[src/rtl/cernbe_vme_arbiter.sv]
// cernbe_vme_arbiter
// Round-robin arbiter that shares one cern-be-vme slave register bank between
// m0 (host VME decode) and m1 (local sequencer). Single-cycle Rd/Wr strobes are
// captured into a per-master pending slot, serialised onto the slave port one
// transaction at a time, and Done/RdData are routed back to the owning master.
// Optional feature macro: CERNBE_ARB_TIMEOUT_EN (forced completion with error
// after TIMEOUT_CYCLES cycles in ISSUE+WAIT without a matching slave Done).
module cernbe_vme_arbiter #(
    parameter int unsigned ADDR_W         = 2,
    parameter int unsigned TIMEOUT_CYCLES = 255
) (
    input  logic              Clk,
    input  logic              Rst,
    input  logic [ADDR_W:1]   m0_VMEAddr_i,
    input  logic [15:0]       m0_VMEWrData_i,
    input  logic              m0_VMERdMem_i,
    input  logic              m0_VMEWrMem_i,
    output logic [15:0]       m0_VMERdData_o,
    output logic              m0_VMERdDone_o,
    output logic              m0_VMEWrDone_o,
    output logic              m0_Err_o,
    input  logic [ADDR_W:1]   m1_VMEAddr_i,
    input  logic [15:0]       m1_VMEWrData_i,
    input  logic              m1_VMERdMem_i,
    input  logic              m1_VMEWrMem_i,
    output logic [15:0]       m1_VMERdData_o,
    output logic              m1_VMERdDone_o,
    output logic              m1_VMEWrDone_o,
    output logic              m1_Err_o,
    output logic [ADDR_W:1]   VMEAddr_o,
    output logic [15:0]       VMEWrData_o,
    output logic              VMERdMem_o,
    output logic              VMEWrMem_o,
    input  logic [15:0]       VMERdData_i,
    input  logic              VMERdDone_i,
    input  logic              VMEWrDone_i,
    output logic              Busy_o
);

    if (TIMEOUT_CYCLES < 1 || TIMEOUT_CYCLES > 65535) begin : g_bad_timeout
        $error("cernbe_vme_arbiter: TIMEOUT_CYCLES must be 1..65535");
    end

    typedef enum logic [1:0] {
        S_IDLE  = 2'd0,
        S_ISSUE = 2'd1,
        S_WAIT  = 2'd2
    } state_t;

    state_t state_q, state_d;

    // Master request inputs gathered into index-able form
    logic [1:0]      rd_stb;
    logic [1:0]      wr_stb;
    logic [ADDR_W:1] req_addr  [2];
    logic [15:0]     req_wdata [2];

    // Pending slots, one per master
    logic [1:0]      pend_q, pend_d;
    logic [1:0]      slot_wr_q;
    logic [ADDR_W:1] slot_addr_q  [2];
    logic [15:0]     slot_wdata_q [2];
    logic [1:0]      cap;

    // Transaction currently owning the slave port
    logic            last_q;
    logic            owner_q;
    logic            cur_wr_q;
    logic [ADDR_W:1] cur_addr_q;
    logic [15:0]     cur_wdata_q;

    // Master-side completion registers
    logic [1:0]      rd_done_q;
    logic [1:0]      wr_done_q;
    logic [1:0]      err_q;
    logic [15:0]     rdata_q [2];

    logic            busy;
    logic            grant;
    logic            grant_id;
    logic            done_match;
    logic            tmo_hit;
    logic            complete;
    logic            timed_out;

    assign busy       = (state_q != S_IDLE);
    assign done_match = cur_wr_q ? VMEWrDone_i : VMERdDone_i;

    // Pack per-master request ports into arrays
    always_comb begin
        rd_stb       = {m1_VMERdMem_i, m0_VMERdMem_i};
        wr_stb       = {m1_VMEWrMem_i, m0_VMEWrMem_i};
        req_addr[0]  = m0_VMEAddr_i;
        req_addr[1]  = m1_VMEAddr_i;
        req_wdata[0] = m0_VMEWrData_i;
        req_wdata[1] = m1_VMEWrData_i;
    end

`ifdef CERNBE_ARB_TIMEOUT_EN
    logic [15:0] cnt_q;

    assign tmo_hit = (cnt_q == 16'(TIMEOUT_CYCLES - 1));

    // Cycles spent in ISSUE+WAIT for the current grant
    always_ff @(posedge Clk) begin
        if (Rst || grant) begin
            cnt_q <= '0;
        end else if (busy) begin
            cnt_q <= cnt_q + 16'd1;
        end
    end
`else
    assign tmo_hit = 1'b0;
`endif

    // Strobe accepted only when that master has nothing pending or in flight
    always_comb begin
        cap = '0;
        for (int unsigned n = 0; n < 2; n++) begin
            cap[n] = (rd_stb[n] | wr_stb[n]) & ~pend_q[n] &
                     ~(busy & (owner_q == 1'(n)));
        end
    end

    // Arbitration FSM: next state, grant selection and completion detect
    always_comb begin
        state_d   = state_q;
        grant     = 1'b0;
        grant_id  = 1'b0;
        complete  = 1'b0;
        timed_out = 1'b0;
        unique case (state_q)
            S_IDLE: begin
                if (|pend_q) begin
                    grant    = 1'b1;
                    grant_id = (&pend_q) ? ~last_q : pend_q[1];
                    state_d  = S_ISSUE;
                end
            end
            S_ISSUE, S_WAIT: begin
                if (done_match) begin
                    complete = 1'b1;
                    state_d  = S_IDLE;
                end else if (tmo_hit) begin
                    complete  = 1'b1;
                    timed_out = 1'b1;
                    state_d   = S_IDLE;
                end else begin
                    state_d = S_WAIT;
                end
            end
            default: state_d = S_IDLE;
        endcase
    end

    // Grant clears the winner's pending bit; capture and grant never hit the same slot
    always_comb begin
        pend_d = pend_q;
        if (grant) begin
            pend_d[grant_id] = 1'b0;
        end
        pend_d = pend_d | cap;
    end

    // FSM state register
    always_ff @(posedge Clk) begin
        if (Rst) begin
            state_q <= S_IDLE;
        end else begin
            state_q <= state_d;
        end
    end

    // Pending slot capture
    always_ff @(posedge Clk) begin
        if (Rst) begin
            pend_q    <= '0;
            slot_wr_q <= '0;
            for (int unsigned n = 0; n < 2; n++) begin
                slot_addr_q[n]  <= '0;
                slot_wdata_q[n] <= '0;
            end
        end else begin
            pend_q <= pend_d;
            for (int unsigned n = 0; n < 2; n++) begin
                if (cap[n]) begin
                    slot_addr_q[n]  <= req_addr[n];
                    slot_wdata_q[n] <= req_wdata[n];
                    slot_wr_q[n]    <= wr_stb[n];
                end
            end
        end
    end

    // Load the granted slot onto the slave port and record ownership
    always_ff @(posedge Clk) begin
        if (Rst) begin
            last_q      <= 1'b1;
            owner_q     <= 1'b0;
            cur_wr_q    <= 1'b0;
            cur_addr_q  <= '0;
            cur_wdata_q <= '0;
        end else if (grant) begin
            last_q      <= grant_id;
            owner_q     <= grant_id;
            cur_wr_q    <= slot_wr_q[grant_id];
            cur_addr_q  <= slot_addr_q[grant_id];
            cur_wdata_q <= slot_wdata_q[grant_id];
        end
    end

    // Route completion pulses and read data back to the owner
    always_ff @(posedge Clk) begin
        if (Rst) begin
            rd_done_q <= '0;
            wr_done_q <= '0;
            err_q     <= '0;
            for (int unsigned n = 0; n < 2; n++) begin
                rdata_q[n] <= '0;
            end
        end else begin
            for (int unsigned n = 0; n < 2; n++) begin
                rd_done_q[n] <= complete & ~cur_wr_q & (owner_q == 1'(n));
                wr_done_q[n] <= complete &  cur_wr_q & (owner_q == 1'(n));
                err_q[n]     <= complete &  timed_out & (owner_q == 1'(n));
            end
            if (complete && !cur_wr_q) begin
                rdata_q[owner_q] <= timed_out ? 16'hDEAD : VMERdData_i;
            end
        end
    end

    assign VMEAddr_o      = cur_addr_q;
    assign VMEWrData_o    = cur_wdata_q;
    assign VMERdMem_o     = (state_q == S_ISSUE) & ~cur_wr_q;
    assign VMEWrMem_o     = (state_q == S_ISSUE) &  cur_wr_q;
    assign Busy_o         = busy;

    assign m0_VMERdData_o = rdata_q[0];
    assign m0_VMERdDone_o = rd_done_q[0];
    assign m0_VMEWrDone_o = wr_done_q[0];
    assign m0_Err_o       = err_q[0];
    assign m1_VMERdData_o = rdata_q[1];
    assign m1_VMERdDone_o = rd_done_q[1];
    assign m1_VMEWrDone_o = wr_done_q[1];
    assign m1_Err_o       = err_q[1];

endmodule
[config.mk]
export PLATFORM = sky130hd
export DESIGN_NAME = cernbe_vme_arbiter
export DESIGN_NICKNAME = d
export VERILOG_FILES = /design/src/rtl/cernbe_vme_arbiter.sv
export SDC_FILE = /design/constraint.sdc
export NUM_CORES = 1
export LEC_CHECK = 0
export CAP_MARGIN = 20
export CORE_MARGIN = 3
export CORE_UTILIZATION = 48
export DETAILED_ROUTE_END_ITERATION = 16
export PLACE_DENSITY = 0.78
export SLEW_MARGIN = 10
export SYNTH_ARGS = -nofsm -noshare
export SYNTH_HDL_FRONTEND = slang
export SYNTH_SLANG_ARGS = --single-unit
[constraint.sdc]
create_clock -name Clk -period 2.1 [get_ports Clk]
set_input_delay 0.42 -clock Clk [delete_from_list [all_inputs] [get_ports Clk]]
set_output_delay 0.42 -clock Clk [all_outputs]
set_load 0.02 [all_outputs]
==> results of run 1 <==
==> report_power, final <==
part           switching [mW]  total (mW)  internal, mW
logic                    1.17        2.08         0.911
clock network           0.653        1.45         0.797
registers               0.193        2.71          2.52
total                    2.02        6.25          4.23
==> per-layer routing <==
layer  vias up  share of wire
met5         -              0
met1      1449           0.43
met2       121           0.48
li1       1412              -
met4         0          0.014
met3        15          0.081
==> worst min-delay path: stages, from the launching register on <==
cell and delay, ps:
dfxtp_1 320, o31ai_1 70, a21oi_1 60
==> cell families (layout without fill, tap and decap cells) <==
| group | Yosys count | after routing | share of synthesized area |
|---|---|---|---|
| fa+ha+maj | 3 | 3 | 0.00867 |
| flops | 99 | 99 | 0.615 |
| other cells | 1 | 2 | 0.000866 |
| buf+inv | 35 | 152 | 0.0442 |
| compound gates | 56 | 56 | 0.108 |
| simple gates | 132 | 132 | 0.223 |
==> final timing paths <==
check	slack, ps	depth (start not counted)	to	startpoint
worst max register to register	180	6	slot_wdata_q[1][15]	state_q[0]
worst min register to register	490	2	slot_wr_q[1]	slot_wr_q[1]
worst max-delay path	100	4	Busy_o	state_q[0]
worst min-delay path	490	2	slot_wr_q[1]	slot_wr_q[1]
==> through the flow <==
stage | area, um^2 | util
floorplan | 4330 | -
global placement | 5620 | 0.645
detailed placement | 5620 | 0.645
CTS | 5860 | 0.672
global route | 5860 | 0.672
finish | 5860 | 0.672
==> cell usage after synthesis, types with 2 or more instances <==
library cell  instances  area (um^2)
o31ai_1               2         15.0
o21ai_0               4         20.0
a211oi_1              7         52.6
nor2b_1               4         25.0
nand2_1               4         15.0
edfxtp_1             68         2040
inv_1                 6         22.5
buf_6                 5         56.3
nor3b_1               6         45.0
clkbuf_1             13         48.8
ha_1                  3         37.5
buf_2                 6         30.0
nor2_1                2         7.51
nor3_1               40          200
nor3_2                2         20.0
a21oi_1               5         25.0
dfxtp_1              31          621
or2_2                 3         18.8
nand2b_1              5         31.3
o21bai_1             19          143
a211oi_2             13          163
and2_1               33          206
buf_4                 4         30.0
nor3b_2              30          375
==> placed cells by master (no fill, tap or decap), types with 2 or more instances in the layout <==
cell type	synthesis	routed
dfxtp_1	31	31
clkdlybuf4s50_1	0	112
nand2b_1	5	5
nor3b_1	6	6
dlygate4sd2_1	0	3
buf_4	4	9
and2_1	33	33
nand2_1	4	4
edfxtp_1	68	68
o31ai_1	2	2
nor2b_1	4	4
a211oi_2	13	13
bufinv_16	0	3
inv_1	6	6
nor3b_2	30	30
conb_1	1	2
nor2_1	2	2
clkbuf_8	0	9
buf_12	0	5
ha_1	3	3
nor3_1	40	40
o21bai_1	19	19
a211oi_1	7	7
nor3_2	2	2
o21ai_0	4	4
a21oi_1	5	5
or2_2	3	3
==> layout make-up <==
type,instances,area (um^2)
clock buffer,10,128
tap,108,135
fill,653,2860
inverter,6,22.5
multi-input combinational,193,1480
clock inverter,6,113
sequential,99,2660
timing repair buffer,130,1320
==> repair_timing <==
action / CTS / global route
resized for setup: 3 / 0
setup endpoints to repair: 3 / 0
setup buffers: 0 / 0
==> sequential cells by signal (all words and copies together), names as in the netlist <==
signal	cells
rd_done_q	2
rdata_q	32
pend_q	2
owner_q	1
slot_wr_q	2
wr_done_q	2
last_q	1
cur_wr_q	1
slot_addr_q	4
VMEWrData_o	16
slot_wdata_q	32
state_q	2
VMEAddr_o	2
==> results.cfg, run 1 <==
[placed_design]
dpl.cell_count = 536
hpwlAfterDp_um = 6640
io_buffers = 116
place_congestion = 0.727
pre_cts_slack_ps = 162

[global_route]
gr-total-overflow = 0
grtUsageTotal = 0.190
grt_antenna_before_repair = 0
grt_max_degree = 69
use_met3 = 0.0367
met2_usage = 0.326
grt_pass1_wl_um = 15100
busiest_layer = met2
gr-usage-met1 = 0.242
first_global_vias = 3032

[critical_path]
crit_buf_inv = 3
crit_path_end_kind = output pin
cp_common_cell = inv_1
setup.worst_path.start_class = flop
crit_slowest_cell = dfxtp_1
slowest_delay_ps = 380
criticalPathCategory = flop to output pin
critPathTopFamily = buffers and inverters
critPathArrivalTime_ps = 1580
cp_data_required_time_ps = 1680
path_cells = inv_1 -> ha_1 -> inv_1 -> dlygate4sd2_1
cp_max_fo = 8

[die]
die_h_um = 101
rows = 34
pin_count = 119
fp.coreArea_um2 = 8720
die_area_um2 = 10200
start_util = 0.496
die_w_um = 101

[timing]
drv_slew = 0
final-setup-viol-count = 0
post-route-period-util = 0.954
tightest_slew_ps = 599
rsz0062_at_grt = false
maxClockFrequency_mhz = 499
finalSetupTns_ps = 0
hold_viol_final = 0
slew_headroom = 0.599
fin_crit_ps = 2000
finalWorstSetupSlack_ps = 96.5
hold_ws_ps = 494
clock_skew_ps = 10.4

[hold_path]
hold_class = flop to flop

[yosys]
synth-edff-count = 68
avgSynthCellArea_um2 = 13.3
ys_warn_count = 0
synth_cell_types = 35
synth-seq-cells = 99
synth_area_um2 = 4330
synthArstFlopShare = 0
netlist_instances = 326
yosysSeqAreaShare = 0.615
synth_top_flop_cell = edfxtp_1

[routing]
drtIter0Drc = 153
firstDrtPassIters = 4
num_vias = 2997
drc = 0
wl_per_cell_um = 17.6
ant_nets = 0
viasPerCell = 5.43
wirelength_um = 9700

[power]
powerDensity_nw_per_um2 = 1070
power_mw = 6.25
max-vdd-ir-drop_uv = 576
leakage_nw = 2.14

[clock_network]
htreeDepth = 3
ctsHoldBuffers = 0
cts.sinks = 99
cts_root_buffer = clkbuf_8
insertion_delay_ps = 360
tritoncts = yes
cts_buffer_depth = 2
cts_buffers = 9
clk_pin_slew_ps = 90

[finish]
layout.nets = 502
area_delta_synth_final_pct = 35.4
antenna_cells = 0
drive_above_1_share = 0.180
stdcell_count = 552

[flow_run]
cap_violations = 0

[outcome]
status = finished clean
No activity file was read; power rests on OpenSTA's default activity.
==> run 2: changes to the inputs <==
--- a/config.mk
+++ b/config.mk
@@ -9,6 +9,7 @@
 export CORE_MARGIN = 3
 export CORE_UTILIZATION = 48
 export DETAILED_ROUTE_END_ITERATION = 16
+export GPL_ROUTABILITY_DRIVEN = 1
 export PLACE_DENSITY = 0.78
 export SLEW_MARGIN = 10
 export SYNTH_ARGS = -nofsm -noshare
==> results of run 2 <==
The final DEF is identical to that of run 1; final timing and power are the same.
==> run 3: changes to the inputs <==
--- a/config.mk
+++ b/config.mk
@@ -6,10 +6,8 @@
 export NUM_CORES = 1
 export LEC_CHECK = 0
 export CAP_MARGIN = 20
-export CORE_MARGIN = 3
 export CORE_UTILIZATION = 48
 export DETAILED_ROUTE_END_ITERATION = 16
-export GPL_ROUTABILITY_DRIVEN = 1
 export PLACE_DENSITY = 0.78
 export SLEW_MARGIN = 10
 export SYNTH_ARGS = -nofsm -noshare
==> results.cfg, run 3 (synthesis gave the netlist of run 1 again) <==
[finish]
mostFrequentLayoutCells = clkdlybuf4s50_1, edfxtp_1, nor3_1
final_common_cell = clkdlybuf4s50_1
layout.nets = 503
area_delta_synth_final_pct = 35.3
antenna_cells = 0
seq_area_um2 = 2660
fillers = 656
drive_above_1_share = 0.182
multi_input_area_um2 = 1480

[global_route]
busiest_layer = met2
met2_usage = 0.343
use_met3 = 0.0571
grt_max_degree = 69
grt_antenna_before_repair = 0
first_global_vias = 2999
gr-total-overflow = 0
grtUsageTotal = 0.205
grt_pass1_wl_um = 15200
gr-usage-met1 = 0.259

[clock_network]
postCtsSetupBuffers = 0
tritoncts = yes
cts_buffer_depth = 2
htreeDepth = 3
clk_pin_slew_ps = 90
cts_buffers = 9
insertion_delay_ps = 360
cts_root_buffer = clkbuf_8
cts.sinks = 99

[routing]
drc = 0
ant_nets = 0
drtIter0Drc = 113
firstDrtPassIters = 4
wirelength_um = 9160
num_vias = 2917
viasPerCell = 5.27
wl_per_cell_um = 16.6

[power]
power_frac_seq = 0.442
leakage_nw = 2.13
p_comb_frac = 0.343
max-vdd-ir-drop_uv = 522
power_mw = 6.14
switchingPower_mw = 2.01
switching_share = 0.327
p_int_mw = 4.13
clkPwrFrac = 0.215
powerDensity_nw_per_um2 = 1050

[die]
start_util = 0.496
die_w_um = 97.0
die_area_um2 = 9400
die_h_um = 97.0
pin_count = 119
fp.coreArea_um2 = 8720
rows = 34

[hold_path]
worstHoldPathCells = 2
hold_class = flop to flop
worstHoldStart = slot_wr_q[1]

[timing]
hold_viol_final = 0
maxClockFrequency_mhz = 506
clock_skew_ps = 12.7
fin_crit_ps = 1970
rsz0062_at_grt = false
post-route-period-util = 0.940
drv_slew = 0
finalSetupTns_ps = 0
final-setup-viol-count = 0

[critical_path]
critPathArrivalTime_ps = 1550
criticalPathCategory = flop to output pin
slowest_delay_ps = 370
crit_buf_inv = 3
r2r_start = state_q[1]
cp_data_required_time_ps = 1680
cp-endpoint = Busy_o
path_cells = inv_1 -> ha_1 -> inv_1 -> clkdlybuf4s15_1
rr_worst_depth = 6
cp_common_cell = inv_1
r2r_setup_slack_ps = 210
cp_max_fo = 8
crit_slowest_cell = dfxtp_1
r2r_end = slot_wdata_q[0][15]
critPathTopFamily = buffers and inverters
crit_start = state_q[0]
setup.worst_path.start_class = flop
crit_cells = 4
crit_path_end_kind = output pin

[placed_design]
place_congestion = 0.729
hpwlAfterDp_um = 6260
io_buffers = 116

[outcome]
status = finished clean

[flow_run]
cap_violations = 0
## run 3: cell types whose count changed in the layout (fill, tap and decap cells not counted)
cell | before | now
buf_12 | 5 | 6
dlygate4sd2_1 | 3 | 2
clkinv_4 | 1 | 0
clkinvlp_4 | 0 | 2
clkdlybuf4s15_1 | 0 | 1
bufinv_16 | 3 | 2
## run 3: layout make-up
type / instances / share of cell area
Clock inverter: 6 / 0.0152
Clock buffer: 10 / 0.0218
Multi-Input combinational cell: 193 / 0.253
Inverter: 6 / 0.00384
Timing Repair Buffer: 131 / 0.229
Sequential cell: 99 / 0.455
Tap cell: 108 / 0.0231
## run 3: what timing repair did
item | CTS | global route
resized for setup | 3 | 1
hold buffers | 0 | 0
setup endpoints to repair | 3 | 1
pin swaps | 0 | 0
## run 3: worst register-to-register path: stages, from the launching register on
cell,delay [ps]
dfxtp_1,340
inv_1,90
ha_1,330
nor2b_1,140
o32a_2,440
buf_12,180
nor3b_1,220
## run 3: per-layer routing
metal	vias up	wire length [um]
met5	-	0
met4	0	109
met3	13	623
met2	119	4390
met1	1373	4040
li1	1412	-
## run 3: worst min-delay path by stage
stage	endpoint	slack [ps]
2_1_floorplan	slot_wr_q[1]	440
6_report	slot_wr_q[1]	480
3_5_place_dp	slot_wr_q[1]	470
3_3_place_gp	slot_wr_q[1]	460
5_1_grt	slot_wr_q[1]	510
4_1_cts	slot_wr_q[1]	480
## run 3: per-stage QoR
stage	util	setup slack, ps	cells	instance area (um^2)	hold slack [ps]
finish	0.672	125	553	5860	482
global route	0.672	29.6	553	5860	509
CTS	0.672	74.3	553	5860	485
detailed placement	0.647	132	537	5640	472
global placement	0.647	150	537	5640	458
floorplan	-	202	327	4330	445
## run 3: power groups by stage
| stage | combinational, mW | sequential (mW) | clock [mW] |
|---|---|---|---|
| finish | 2.11 | 2.71 | 1.32 |
| global route | 2.27 | 2.76 | 1.43 |
| CTS | 2.13 | 2.71 | 1.35 |
| detailed placement | 2.13 | 2.76 | 0 |
| global placement | 2.08 | 2.74 | 0 |
| floorplan | 1.10 | 2.92 | 0 |
